$ cat src/rtl/popcount_pkg.sv
// Shared types and width helpers for the popcount arbiter slice.
package popcount_pkg;

    typedef enum logic [1:0] {
        IDLE,
        CNT,
        RSP
    } state_t;

    // Bits needed to hold the value w itself.
    function automatic int CW_OF(input int w);
        return $clog2(w + 1);
    endfunction

    // Bits needed to index n items.
    function automatic int IDW_OF(input int n);
        return $clog2(n);
    endfunction

endpackage

$ cat src/rtl/popcount_reg.sv
// Registered population count of a WIDTH-bit operand, loaded on enable.
module popcount_reg
    import popcount_pkg::*;
#(
    parameter int WIDTH = 32,
    parameter int CW    = CW_OF(WIDTH)
) (
    input  logic             clk,
    input  logic             rst,
    input  logic [WIDTH-1:0] operand,
    input  logic             enable,
    output logic [CW-1:0]    count
);

    logic [CW-1:0] ones;

    // Unsigned sum of the operand bits, zero-extended to CW.
    always_comb begin
        ones = '0;
        for (int unsigned i = 0; i < WIDTH; i++) begin
            ones = ones + CW'(operand[i]);
        end
    end

    // Hold the count except on enabled cycles.
    always_ff @(posedge clk) begin
        if (!rst) begin
            count <= '0;
        end else if (enable) begin
            count <= ones;
        end
    end

endmodule

$ cat src/rtl/popcount_rr_arbiter.sv
// Round-robin arbiter sharing one registered popcount engine among NREQ requesters.
module popcount_rr_arbiter
    import popcount_pkg::*;
#(
    parameter int WIDTH = 32,
    parameter int NREQ  = 4,
    parameter int CW    = CW_OF(WIDTH),
    parameter int IDW   = IDW_OF(NREQ)
) (
    input  logic                  clk,
    input  logic                  rst,
    input  logic [NREQ-1:0]       req_valid,
    input  logic [NREQ*WIDTH-1:0] req_data,
    output logic [NREQ-1:0]       req_ready,
    output logic                  rsp_valid,
    input  logic                  rsp_ready,
    output logic [CW-1:0]         rsp_count,
    output logic [IDW-1:0]        rsp_id,
    output logic                  busy
);

    state_t           state;
    state_t           state_nxt;
    logic [IDW-1:0]   ptr;
    logic [WIDTH-1:0] operand;
    logic [IDW-1:0]   win_idx;
    logic [WIDTH-1:0] win_word;
    logic             win_found;
    logic             window;
    logic             accept;
    logic             cnt_en;
    int unsigned      cand;

    // Round-robin search starting one past the last winner, wrapping.
    always_comb begin
        win_found = 1'b0;
        win_idx   = '0;
        win_word  = '0;
        cand      = 0;
        for (int unsigned k = 1; k <= NREQ; k++) begin
            cand = (32'(ptr) + k) % NREQ;
            if (!win_found && req_valid[cand]) begin
                win_found = 1'b1;
                win_idx   = IDW'(cand);
                win_word  = req_data[cand*WIDTH +: WIDTH];
            end
        end
    end

    // Grant only while the engine can take a new operand.
    always_comb begin
        window    = (state == IDLE) || (state == RSP && rsp_ready);
        req_ready = (window && win_found) ? (NREQ'(1) << win_idx) : '0;
        accept    = window && win_found;
    end

    // Next-state and status outputs.
    always_comb begin
        state_nxt = state;
        rsp_valid = 1'b0;
        busy      = (state != IDLE);
        cnt_en    = 1'b0;
        case (state)
            IDLE: begin
                if (accept) state_nxt = CNT;
            end
            CNT: begin
                cnt_en    = 1'b1;
                state_nxt = RSP;
            end
            RSP: begin
                rsp_valid = 1'b1;
                if (rsp_ready) state_nxt = accept ? CNT : IDLE;
            end
            default: state_nxt = IDLE;
        endcase
    end

    // State, round-robin pointer, operand and response id registers.
    always_ff @(posedge clk) begin
        if (!rst) begin
            state   <= IDLE;
            ptr     <= IDW'(NREQ - 1);
            operand <= '0;
            rsp_id  <= '0;
        end else begin
            state <= state_nxt;
            if (accept) begin
                ptr     <= win_idx;
                operand <= win_word;
                rsp_id  <= win_idx;
            end
        end
    end

    popcount_reg #(
        .WIDTH (WIDTH),
        .CW    (CW)
    ) u_popcount_reg (
        .clk     (clk),
        .rst     (rst),
        .operand (operand),
        .enable  (cnt_en),
        .count   (rsp_count)
    );

endmodule

$ cat config.mk
export PLATFORM = sky130hd
export DESIGN_NAME = popcount_rr_arbiter
export DESIGN_NICKNAME = d
export VERILOG_FILES = /design/src/rtl/popcount_pkg.sv /design/src/rtl/popcount_reg.sv /design/src/rtl/popcount_rr_arbiter.sv
export SDC_FILE = /design/constraint.sdc
export NUM_CORES = 1
export LEC_CHECK = 0
export ABC_AREA = 1
export CAP_MARGIN = 20
export CELL_PAD_IN_SITES_DETAIL_PLACEMENT = 0
export CELL_PAD_IN_SITES_GLOBAL_PLACEMENT = 2
export CORE_ASPECT_RATIO = 1.2
export CORE_MARGIN = 2
export CORE_UTILIZATION = 29
export CTS_BUF_LIST = sky130_fd_sc_hd__clkbuf_8
export DETAILED_ROUTE_END_ITERATION = 8
export DONT_BUFFER_PORTS = 1
export PLACE_DENSITY_LB_ADDON = 0.1
export SLEW_MARGIN = 20
export SYNTH_ARGS = -nofsm -noshare
export SYNTH_HDL_FRONTEND = slang
export SYNTH_SLANG_ARGS = --single-unit
$ cat constraint.sdc
create_clock -name clk -period 4.8 [get_ports clk]
set_input_delay 0.48 -clock clk [delete_from_list [all_inputs] [get_ports clk]]
set_output_delay 0.48 -clock clk [all_outputs]
set_load 0.01 [all_outputs]
* After elaboration in Yosys (flattened, before gate mapping)
Index checks and enable logic that the tools add are counted.
** Storage, ports and cells
- Register bits :: 44
- Bits of input ports :: 135
- Output and inout bits :: 14
- Logic and storage cells :: 92
** Operators by class
- $add $sub $neg :: 35
- $lt $le $gt $ge :: 4
- Eq/ne operators :: 4
- Shifts and indexed selects :: 5
- Mux-type cells :: 27
- Reductions and logical operators :: 12
** Operators with widths (number)
- 128-bit by 8-bit variable part select with 32-bit output :: 4
- 6-bit by 1-bit adder with 6-bit output :: 30
- 32-bit two-way mux :: 4
- 2-bit by 3-bit less-than comparator with 1-bit output, second input constant :: 4
- 2-bit two-way mux :: 6
- 1-bit two-way mux :: 11
- 1-bit binary-select mux with 2-bit select :: 4
- 2-bit one-hot mux with 3 select lines :: 1
- 1-bit logical AND :: 5
- 2-bit by 1-bit adder with 2-bit output, second input constant :: 2
- 2-bit adder, second input constant :: 2
- 4-bit two-way mux :: 1
- 2-bit inequality test, second input constant :: 2
- 1-bit by 2-bit left shift with 4-bit output, first input constant :: 1
- 1-bit zero test :: 3
- 1-bit by 1-bit adder with 2-bit output :: 1
- 2-bit by 1-bit == test with 1-bit output, second input constant :: 1
- 2-bit == test, second input constant :: 1
- 2-bit zero test :: 1
- 2-bit AND reduction :: 1
- 2-bit nonzero test :: 1
- 1-bit logical OR :: 1

* Depth between registers and ports, before layout
Gate-level depths: netlist of run 1.
- Word-level depth :: 31
- Gate-level depth with buffers :: 19
- Depth with buffers taken out :: 19

* Hierarchy
From an unflattened synthesis of run 1, not the netlist that was laid out.
** Second synthesis, totals
- Cells, all modules :: 1231
- Area, all modules :: 6391.1 µm²
** By module, submodules not included
- popcount_rr_arbiter :: times used 1, cells each 1108, area an instance 5350.1 µm², sequential area each 760.7 µm²
- popcount_reg :: times used 1, cells each 123, area an instance 1041.0 µm², sequential area each 120.1 µm²

* Worst setup path before layout of run 1
No wires, ideal clock.
- Path type :: register to register
- Start :: register operand[0]
- End :: register u_popcount_reg.count[4]
- Setup time :: 0.070 ns
- Arrival :: 4.649 ns
- Required time :: 4.730 ns
- Path slack :: 0.081 ns
- Cell stages (with the launch flop) :: 15
- Path buffers :: 0
- Clock period less this slack :: 4.719 ns
- Cell sequence :: dfxtp_1 > ha_1 > inv_1 > fa_1 > fa_1 > fa_1 > fa_1 > fa_1 > fa_1 > fa_1 > fa_1 > o21ai_0 > xor2_1 > nand2_1 > a21oi_1
** Between the ends
- Cells in the longest elaborated chain, start to end :: 31
** Ends and longest elaborated chain
- from (decl) :: RTL line popcount_rr_arbiter.sv:25 : logic [WIDTH-1:0] operand;
- from (signal assigned) :: RTL line popcount_rr_arbiter.sv:90 : operand <= win_word;
- 1-bit by 1-bit adder with 2-bit output :: RTL line popcount_reg.sv:21 : ones = ones + CW'(operand[i]);
- 6-bit by 1-bit adder with 6-bit output (30 in series) :: RTL line popcount_reg.sv:21
- to (signal assigned) :: RTL line popcount_reg.sv:30 : count <= ones;
- to (decl) :: RTL line popcount_reg.sv:12 : output logic [CW-1:0] count
Every way passes these cells.
A chain may end at the register's enable or synchronous reset.

* Worst setup path after layout of run 1
- Start :: register operand[1]
- End :: register u_popcount_reg.count[4]
Same word-level chain as after synthesis.

==> reports/results.ini, run 1 <==
[status]
status=complete, no violations

[critical_path]
cp_data_required_time_ns=5.04
crit_fanout=2
crit_path_end_kind=flip-flop
r2r_slack_ns=0.04
rr_startpoint=operand[1]
critPathLaunchType=flip-flop
r2r_end=u_popcount_reg.count[4]
cp.arrival_ns=5.00
worst-setup-path-type=flip-flop to flip-flop
r2r_cells=14

[layout]
antennaDiodeCount=0
drive_above_1_share=0.03750
final_area_mm2=0.006994
area_delta_synth_final_pct=3.538
layout_common_cells=nand2_1 (651), inv_1 (149), o21ai_0 (134)
final_common_cell=nand2_1
regArea_um2=888.4
final_util=0.3034
final_cells=1595
layout.nets=1446
multiInputGateArea_mm2=0.004890
nFillCells=2794

[route]
drt_wl_total_um=23170
wl_per_cell_um=14.53
drc=0
antenna_left=0
dr.pass1.iters=5
via_count=7394
via_per_inst=4.636
drt_iter0_drc=375

[clock_network]
cts_sinks=44
cts_tree=yes
path_clk_slew_ns=0.09
cts_setup_buffers=0
cts_buffer_depth=2
h-tree-depth=2
cts_buffers=5
root_buffer=clkbuf_8
clk-insertion-delay-late_ns=0.30

[floorplan]
dieArea_mm2=0.02454
start_util=0.2931
num_rows=61
core-area_mm2=0.02305
die_y_um=171.2
top_level_ports=149
die_w_um=143.3

[grt]
grt_pass1_vias=6941
grt_overflow=0
antenna_found_initial=0
grt_max_degree=75
grt.total_usage=0.1881
grt_pass1_wl_um=36700

[power]
p_total_w=0.006010
power.density_mw_per_mm2=859.3
clock_power_share=0.048
total_leakage_power_nw=3.896
power.share.combinational=0.856
p_sw_frac=0.6077
switching_power_w=0.003652
intPower_w=0.002358
peakVddDrop_mv=0.3674
p_seq_frac=0.097

[synth]
async_flop_share=0
yosys_warnings=0
ys_types=26
synthFlopType=dfxtp_1
synth_nets=1510
synth_edf_count=0
synth_area_per_cell_um2=5.030
syn-cell-area_mm2=0.006755
yosys_register_bits=44
yosysSeqAreaShare=0.1304
syn_inst=1343

[placement]
port_buffers=0
placed_cell_area_mm2=0.006858
dpl.cell_count=1587
gp_congestion=0.7741
place_hpwl_um=16290

[min_path]
hold_depth=2
holdPathEnd=u_popcount_reg.count[0]
hold_path.class=input pin to flip-flop
hold_start=rst

[timing]
setup_violations=0
setup-tns-final_ns=0
period_minus_slack_ns=4.762
slew_headroom=0.2708
slew_viol_final=0
period_share=0.9922
rsz0062_at_grt=yes
hold_viol_final=0
final.setup_skew_ns=0.005821
fmax_mhz=210.0
tightest_slew_ns=1.091

[flow_run]
maxCapViolations=0

[state kept, by name, indices dropped and copies added, names as in the netlist]
name	count
u_popcount_reg.count	6
operand	32
rsp_id	2
ptr	2
state	2
[layout make-up]
class	instances	area share
multi-input cells	1056	0.6991
flip-flops and latches	44	0.1270
inverters	155	0.08390
well taps	315	0.05635
repair buffers	17	0.01825
clock buffers	5	0.009839
clock inverters	3	0.005546
[metrics by stage]
stage	hold slack (ns)	setup slack [ns]
final	0.3100	0.03763
after CTS	0.2957	0.005879
after global placement	0.4548	-0.09582
after detailed placement	0.4565	-0.1931
after global routing	0.3099	-0.1076
after floorplan	0.4436	0.08057
[metal layers]
layer | global-route usage | routed length (um) | vias up | share of wire
met4 | 0.02813 | 158 | 0 | 0.0068
met3 | 0.02060 | 741 | 8 | 0.032
li1 | - | - | 3967 | -
met1 | 0.2656 | 11670 | 3316 | 0.50
met2 | 0.3154 | 10600 | 103 | 0.46
met5 | 0 | 0 | - | 0
[power by group through the flow]
stage | logic (W) | registers [W] | clock network, W
after floorplan | 0.00396 | 0.000525 | 0
after global placement | 0.00509 | 0.000585 | 0
after detailed placement | 0.00515 | 0.000587 | 0
after CTS | 0.00522 | 0.000582 | 0.000297
after global routing | 0.00598 | 0.000596 | 0.000311
final | 0.00514 | 0.000581 | 0.000286
[Yosys cell counts (4+ instances only)]
cell type,count,share of area
nand2_1,653,0.36
inv_1,149,0.083
o21ai_0,135,0.10
a21oi_1,77,0.057
nand3_1,73,0.054
nor2_1,73,0.041
dfxtp_1,44,0.13
buf_2,38,0.028
clkbuf_1,37,0.021
fa_1,24,0.071
ha_1,8,0.015
buf_6,6,0.010
buf_1,4,0.0022
[critical path, cell delays in order (launching register included)]
cell and delay (ns):
dfxtp_2 0.34, ha_4 0.26, inv_2 0.03, fa_1 0.50
fa_1 0.43, fa_1 0.51, fa_1 0.43, fa_1 0.53
fa_1 0.44, fa_2 0.37, fa_2 0.36, o21ai_2 0.13
xor2_1 0.16, nand2_1 0.06, a21oi_1 0.13
[worst max path at each step]
stage / from / end / slack (ns) / depth (start not counted)
2_1_floorplan: operand[0] / u_popcount_reg.count[4] / 0.08 / 14
3_3_place_gp: operand[1] / u_popcount_reg.count[4] / -0.1 / 14
3_5_place_dp: operand[1] / u_popcount_reg.count[4] / -0.19 / 14
4_1_cts: operand[1] / u_popcount_reg.count[4] / 0.006 / 14
5_1_grt: operand[1] / u_popcount_reg.count[4] / -0.11 / 14
6_report: operand[1] / u_popcount_reg.count[4] / 0.04 / 14
[kinds of logic (layout without fill, tap and decap cells)]
kind of cell / after synthesis / count (layout) / synth area share
xor gates and xnor gates: 3 / 3 / 0.003890
AOI/OAI and AO/OA: 214 / 214 / 0.1589
and+or+nand+nor: 807 / 807 / 0.4697
adders and majority gates: 32 / 32 / 0.08594
buffers and inverters: 243 / 180 / 0.1511
DFF: 44 / 44 / 0.1304
[timing repair]
action	4_1_cts	5_1_grt
endpoints found under the hold margin	0	0
pin swaps	1	0
resized for setup	8	1
endpoints found under the setup margin	2	4
hold buffers	0	0
(Power assumes the default switching activity.)
==> run 2: changes to the inputs <==
- SETUP_SLACK_MARGIN: default -> 0.05
==> reports/results.ini, run 2 (synthesized netlist as in run 1, its figures left out) <==
[grt]
grt_overflow=0  ; unchanged
antenna_found_initial=0  ; unchanged
grt.total_usage=0.1881  ; unchanged
grt_pass1_wl_um=36700  ; unchanged
grt_pass1_vias=6941  ; unchanged
grt_max_degree=75  ; unchanged

[floorplan]
die_w_um=143.3  ; unchanged
die_y_um=171.2  ; unchanged
top_level_ports=149  ; unchanged
dieArea_mm2=0.02454  ; unchanged
start_util=0.2931  ; unchanged
num_rows=61  ; unchanged
core-area_mm2=0.02305  ; unchanged

[timing]
rsz0062_at_grt=yes  ; unchanged
setup_violations=0  ; unchanged
slew_viol_final=0  ; unchanged
setup-tns-final_ns=0  ; unchanged
hold_viol_final=0  ; unchanged
slew_headroom=0.2713  ; was 0.2708
fin_ws_ns=0.03607  ; was 0.03763 ns
period_share=0.9925  ; was 0.9922
tightest_slew_ns=1.090  ; was 1.091 ns
whs_ns=0.3117  ; was 0.3100 ns
fmax_mhz=209.9  ; was 210.0 MHz
period_minus_slack_ns=4.764  ; was 4.762 ns
final.setup_skew_ns=0.004263  ; was 0.005821 ns

[layout]
reg_top3=operand: 32 flops, u_popcount_reg.count: 6 flops  ; unchanged
final_cells=1595  ; unchanged
top_register=operand  ; unchanged
multiInputGateArea_mm2=0.004890  ; unchanged
layout_common_cells=nand2_1 (651), inv_1 (149), o21ai_0 (132)  ; was nand2_1 (651), inv_1 (149), o21ai_0 (134)
drive_above_1_share=0.03750  ; unchanged
nFillCells=2794  ; unchanged
largest_reg_flops=32  ; unchanged
layout.nets=1446  ; unchanged
antennaDiodeCount=0  ; unchanged
area_delta_synth_final_pct=3.538  ; unchanged
regArea_um2=888.4  ; unchanged
final_common_cell=nand2_1  ; unchanged

[route]
via_count=7385  ; was 7394
drt_wl_total_um=23170  ; about the same
dr.pass1.iters=4  ; was 5
via_per_inst=4.630  ; was 4.636
antenna_left=0  ; unchanged
wl_per_cell_um=14.52  ; was 14.53 um
drc=0  ; unchanged
drt_iter0_drc=393  ; was 375

[clock_network]
cts_buffers=5  ; unchanged
path_clk_slew_ns=0.09  ; about the same
cts_buffer_depth=2  ; unchanged
root_buffer=clkbuf_8  ; unchanged
h-tree-depth=2  ; unchanged
cts_tree=yes  ; unchanged
ctsHoldBuffers=0  ; unchanged
cts_sinks=44  ; unchanged
clk-insertion-delay-late_ns=0.30  ; about the same
cts_setup_buffers=0  ; unchanged

[critical_path]
crit_fanout=2  ; unchanged
critPathLaunchType=flip-flop  ; unchanged
crit_path_end_kind=flip-flop  ; unchanged
cp_data_required_time_ns=5.04  ; about the same
worst-setup-path-type=flip-flop to flip-flop  ; unchanged
cp.arrival_ns=5.00  ; about the same

[placement]
gp_congestion=0.7741  ; unchanged
port_buffers=0  ; unchanged
place_hpwl_um=16290  ; unchanged
pre_cts_slack_ns=-0.1931  ; unchanged
dpl.cell_count=1587  ; unchanged

[power]
p_sw_frac=0.6076  ; was 0.6077
switching_power_w=0.003654  ; was 0.003652 W
clock_power_share=0.048  ; about the same
power.share.combinational=0.856  ; about the same
intPower_w=0.002360  ; was 0.002358 W
peakVddDrop_mv=0.3672  ; was 0.3674 mV
power.density_mw_per_mm2=859.8  ; was 859.3 mW/mm2
p_seq_frac=0.097  ; about the same
total_leakage_power_nw=3.896  ; about the same

[min_path]
hold_path.class=input pin to flip-flop  ; unchanged

[flow_run]
maxCapViolations=0  ; unchanged

[status]
status=complete, no violations  ; unchanged

[run 2: cell counts in the layout (fill, tap and decap cells not counted)]
Identical to the previous run, type by type.
[run 2: timing repair]
action / in CTS / in global routing
endpoints found under the setup margin: 2 / 4
gates cloned: 0 / 0
pin swaps: 2 / 0
gates resized for setup: 8 / 3
hold endpoints to repair: 0 / 0
[run 2: layer usage]
layer  up-vias  wire [um]  GRT usage
li1       3971          -          -
met1      3296      11610     0.2656
met2       110      10600     0.3154
met3         8        803    0.02060
met4         0        154    0.02813
met5         -          0          0
[run 2: cell type report]
cell class	instances	area share
clock buffer	5	0.009839
clock inverter	3	0.005546
inverter	155	0.08390
multi-input combinational	1056	0.6991
sequential	44	0.1270
tap	315	0.05635
timing repair buffer	17	0.01825
[run 2: worst max-delay path, cell delays in order (launching register included)]
cell	delay [ns]
dfxtp_2	0.34
ha_4	0.26
inv_2	0.03
fa_1	0.50
fa_1	0.44
fa_1	0.51
fa_1	0.43
fa_1	0.53
fa_1	0.44
fa_2	0.37
fa_2	0.36
o21ai_2	0.13
xor2_1	0.16
nand2_1	0.06
a21oi_1	0.13
[run 2: power by group through the flow]
| stage | registers [W] | clock network (W) | logic [W] |
|---|---|---|---|
| finish | 0.000580 | 0.000287 | 0.00515 |
| global route | 0.000596 | 0.000311 | 0.00598 |
| CTS | 0.000582 | 0.000297 | 0.00522 |
| detailed placement | 0.000587 | 0 | 0.00515 |
| global placement | 0.000585 | 0 | 0.00509 |
| floorplan | 0.000525 | 0 | 0.00396 |
[run 2: path summary, 6_finish.rpt]
kind	startpoint	end	slack (ns)	depth (start not counted)
worst max register to register	operand[1]	u_popcount_reg.count[4]	0.04	14
worst min-delay path	rst	u_popcount_reg.count[0]	0.31	2
worst min register to register	operand[31]	operand[31]	0.47	2
worst max-delay path	operand[1]	u_popcount_reg.count[4]	0.04	14
[run 2: stage by stage]
step	util	total power, W	area [um2]
finish	0.3034	0.006014	6994
CTS	0.3032	0.006099	6989
global placement	0.2975	0.005672	6858
detailed placement	0.2975	0.005739	6858
global route	0.3034	0.006890	6994
floorplan	-	0.004484	6755
==> RTL change 1, RTL diff (settings of run 2) <==
Set the parameter `NREQ` to 8 (it was 4).
--- a/src/rtl/popcount_rr_arbiter.sv
+++ b/src/rtl/popcount_rr_arbiter.sv
@@ -3,7 +3,7 @@
     import popcount_pkg::*;
 #(
     parameter int WIDTH = 32,
-    parameter int NREQ  = 4,
+    parameter int NREQ  = 8,
     parameter int CW    = CW_OF(WIDTH),
     parameter int IDW   = IDW_OF(NREQ)
 ) (
Interface: changed (resized req_data, req_ready, req_valid and rsp_id); port bits go from 149 to 286. The function was not compared with the original's and may differ.
==> RTL change 1 against run 2 <==
  * Worst setup slack worse by 0.091 ns
  * Sequential share of layout area is 6.2 points lower
  * Sequential cell count is 2 higher
  * Final area is 100% higher
  * Wire length grew to 2.5 times the old value
  * The flow now finishes with violations (setup timing)
  * Highest routed layer unchanged
  * Area after synthesis is 110% higher
  * Core utilization is 0.16 points lower
  * Non-clock buffer count is 28 higher
  * Final cell count is 110% higher
  * Critical path depth is 4 higher
  * Critical path type unchanged
Power is not shown: default switching activity piles up to over one toggle a cycle in this logic, so the estimate is an artifact.
==> RTL change 1: results (changes against run 2) <==
Synthesis
  – Distinct cell type count of the synthesized netlist: 38 (+46%)
  – Syn Nets: 3218 (+110%)
  – Adder-Cell Fraction of Synth Area: 0.0437 (-0.0423)
  – Area contributors post-synth: nand2_1 (34%), o21ai_0 (15%), nand3_1 (9.6%), nor2_1 (7.5%), dfxtp_1 (6.6%)
  – Xor/xnor share of the synthesized area: 0.00370 (-0.000191)

GRT
  – First-pass GRT wire length: 89300 um (+140%)
  – GRT Util Overall: 0.229 (+0.0408)

Cells and area
  – Layout cell share with drive strength beyond 1: 0.0676 (+0.0301)
  – Seq area share: 0.0654 (-0.0616)
  – Post-route cell area: 14200 sq um (+100%)
  – Area of the multi-input gates: 11500 sq um (+140%)
  – Non-clock buffers: 45 (+28)
  – #MultiIn Comb: 2499 (+140%)

Placed design
  – Area post-placement: 14100 sq um (+110%)
  – GP Congestion: 0.857 (+11%)
  – Final HPWL DP: 42900 um (+160%)

Run status
  – Failing checks: setup timing
  – Status: complete, but fails checks

Timing
  – Final WS setup: -0.0546 ns (-0.0907 ns)
  – Slew headroom: 0.245 (-0.0264)
  – Setup violators final: 2 (+2)

Worst setup path
  – Worst-case reg-to-reg path depth: 18 (+4)
  – Slowest stage delay, CP: 0.51 ns (-0.02 ns)

Hold path
  – Hold Crit Depth: 1 (-1)

Routing
  – Drt initial violations: 1066 (+170%)
## RTL change 1: changes by cell type after synthesis, sizes merged, moves of 8 or more
cell    change
a21oi      -32
a31oi       +8
buf        +54
clkbuf     +75
nand2     +617
nand3     +196
nor2      +207
o211ai     +28
o21a       +27
o21ai     +310
or2        +66
## RTL change 1: critical path, delay by kind of cell, from the launching register on
kind	cells	cell delay, ns
AO/OA/AOI/OAI	3	0.29
XOR/XNOR	1	0.14
adder cells (fa/ha/maj)	9	3.69
buffers and inverters	4	0.17
AND/OR/NAND/NOR	1	0.06
flip-flops	1	0.34
## RTL change 1: metal layers
layer | wire [um] | track usage | vias to the layer above | part of all wire
li1 | - | - | 8960 | -
met3 | 3250 | 0.0377 | 69 | 0.055
met4 | 1390 | 0.0539 | 0 | 0.024
met2 | 26600 | 0.384 | 417 | 0.45
met5 | 0 | 0 | - | 0
met1 | 27400 | 0.304 | 7622 | 0.47
## RTL change 1: cells by family after synthesis
logic type | Yosys count
simple gates | 1901
fa+ha+maj | 34
buf+inv | 372
xor+xnor | 5
compound gates | 559
flops | 46
## RTL change 1: through the flow
stage	hold WS [ns]	std cells	setup slack [ns]	utilization	TNS, ns
after floorplan	0.443	2917	0.0673	-	0
after global placement	0.457	3365	-0.0919	0.298	-0.0919
after detailed placement	0.459	3365	-0.101	0.298	-0.101
after CTS	0.286	3373	-0.0390	0.301	-0.0390
after global routing	0.276	3376	-0.238	0.302	-0.557
final	0.287	3376	-0.0546	0.302	-0.0677
## RTL change 1: timing repair
| item | in CTS | in global routing |
|---|---|---|
| resized for setup | 9 | 8 |
| pin swaps | 1 | 3 |
| setup buffers | 0 | 3 |
| setup endpoints to repair | 1 | 11 |
==> RTL change 2, RTL diff (settings of run 2) <==
Without the edit above. Make the reset (`rst`) asynchronous in 2 clocked blocks.
--- a/src/rtl/popcount_reg.sv
+++ b/src/rtl/popcount_reg.sv
@@ -23,7 +23,7 @@
     end
 
     // Hold the count except on enabled cycles.
-    always_ff @(posedge clk) begin
+    always_ff @(posedge clk or negedge rst) begin
         if (!rst) begin
             count <= '0;
         end else if (enable) begin
--- a/src/rtl/popcount_rr_arbiter.sv
+++ b/src/rtl/popcount_rr_arbiter.sv
@@ -77,7 +77,7 @@
     end
 
     // State, round-robin pointer, operand and response id registers.
-    always_ff @(posedge clk) begin
+    always_ff @(posedge clk or negedge rst) begin
         if (!rst) begin
             state   <= IDLE;
             ptr     <= IDW'(NREQ - 1);
Function: differs if rst is asserted again (counterexample within 4 cycles, from zero or initial values and one cycle with rst low); with rst held inactive, the same outputs for 4 cycles.
==> RTL change 2 against run 2 <==
  * The flow now finishes with violations (setup timing)
  * Sequential cell count unchanged
  * Fmax decreased by 0.93%
  * First-iteration DRC count decreased by 20%
  * Core utilization increased by 0.35 points
  * Worst setup slack got worse by 0.045 ns
  * Final area decreased by 1.5%
  * Wire length decreased by 4.5%
  * Area after synthesis decreased by 1.5%
  * Critical endpoint is now u_popcount_reg.count[4]
  * Highest routed layer unchanged
Power is left out: the tool's default activity adds up to more than one toggle a clock period on the data nets, which glitch-free logic cannot reach.
==> RTL change 2: results (changes against run 2) <==
GRT
  – GR Util met3: 0.0253 (+0.00472)
  – Pin count of the biggest net entering global routing: 97 (+29%)
  – Vias in the first global route: 6791 (-2.2%)
  – First-pass GRT wire length: 35500 um (-3.4%)
  – Met1 Use GR: 0.251 (-0.0143)
  – GRT Util Overall: 0.184 (-0.00365)
  – GR Util met2: 0.317 (+0.00179)

Cells and area
  – Number of fillers in the final layout: 2606 (-6.7%)
  – Biggest regs: operand: 32 flops, u_popcount_reg.count: 6 flops
  – Layout cell share with drive strength beyond 1: 0.0463 (+0.00885)

Synthesis
  – Register area share after synthesis: 0.166 (+0.0355)
  – Area contributors post-synth: nand2_1 (25%), o21ai_0 (18%), dfrtp_1 (16%), nand3_1 (7.8%), fa_1 (7.2%)
  – Xor/xnor share of the synthesized area: 0.00263 (-0.00126)
  – Distinct cell type count of the synthesized netlist: 32 (+23%)
  – Top_reg_cell synth: dfrtp_1
  – Ys async rst share: 1.00 (+1.00)
  – Syn. warnings: 0 (unchanged)
  – Syn Nets: 1349 (-11%)
  – Adder-Cell Fraction of Synth Area: 0.0873 (+0.00134)
  – Top cells by count, synth: nand2_1 (439), o21ai_0 (234), inv_1 (115), nand3_1 (103), clkbuf_1 (47)
  – Synth Area in Compound Gates: 0.204 (+0.0450)

Routing
  – Via density: 4.94 (+6.7%)
  – Met3 wire len: 893 um (+11%)
  – Routed wl met2: 10600 um (-0.19%)
  – Avg WL per Cell: 15.8 um (+8.7%)
  – DR top layer: met4
  – Wl on met1: 10500 um (-9.5%)
  – Drt pass-1 iters: 5 (+1)
  – Drt initial violations: 313 (-20%)

Timing
  – Setup violators final: 1 (+1)
  – Worst Skew: 0.00574 ns (+0.00148 ns)
  – Final WS setup: -0.00883 ns (-0.0449 ns)
  – Worst-margin pin slew: 0.805 ns (-0.285 ns)
  – Worst hold slack: 0.00894 ns (-0.303 ns)
  – Final setup TNS: -0.00883 ns (-0.00883 ns)

Run status
  – Status: complete, but fails checks
  – Failing checks: setup timing

Worst setup path
  – Critical path arrival: 5.01 ns (about the same)
  – Worst-case reg-to-reg path depth: 17 (+3)
  – Setup crit end: u_popcount_reg.count[4]
  – Worst flop-to-flop path endpoint: u_popcount_reg.count[4]
  – FF-to-FF Start: operand[0]

Placed design
  – GP Congestion: 0.748 (-3.3%)
  – Final HPWL DP: 16000 um (-1.6%)

Clocking
  – Clock transition at path regs: 0.09 ns (about the same)

Hold path
  – Class of the worst hold path: primary input to async pin
RTL change 2: cell count changes in the layout (fill, tap and decap cells not counted), sizes merged, moves of 36 or more:
| cell | before | now |
|---|---|---|
| nand2 | 657 | 446 |
| o21ai | 136 | 265 |
| a21oi | 77 | 3 |
| nor2 | 75 | 9 |
| dfxtp | 44 | 0 |
| dfrtp | 0 | 42 |
| inv | 155 | 119 |
RTL change 2: timing repair:
item / 4_1_cts / 5_1_grt
endpoints found under the setup margin: 2 / 7
gates resized for setup: 5 / 6
hold endpoints to repair: 42 / 0
pin swaps: 0 / 2
cloned: 0 / 0
buffers inserted: 0 / 2
hold buffers: 2 / 0
RTL change 2: worst max-delay path: stages, from the launching register on:
cell and delay, ns:
dfrtp_1 0.39, ha_1 0.28, inv_1 0.04, fa_1 0.50
fa_1 0.44, fa_1 0.51, fa_1 0.44, fa_1 0.52
fa_1 0.43, fa_2 0.36, fa_2 0.34, inv_2 0.07
nand2_2 0.05, nand2_2 0.05, a21oi_2 0.05, xnor2_1 0.12
nand2_1 0.05, nand2_1 0.04
RTL change 2: final cells by class:
cell class / instances / area, sq um / area share
flip-flops and latches: 44 / 1110 / 0.161
well taps: 279 / 349 / 0.0507
clock buffers: 5 / 68.8 / 0.00999
clock inverters: 3 / 42.5 / 0.00618
inverters: 122 / 464 / 0.0674
repair buffers: 20 / 176 / 0.0256
multi-input cells: 928 / 4680 / 0.679
RTL change 2: per-stage QoR:
step | instances | setup slack, ns | instance area [sq um]
2_1_floorplan | 1182 | 0.0775 | 6650
3_3_place_gp | 1389 | -0.120 | 6690
3_5_place_dp | 1389 | -0.129 | 6690
4_1_cts | 1399 | -0.0394 | 6850
5_1_grt | 1401 | -0.183 | 6890
6_report | 1401 | -0.00883 | 6890
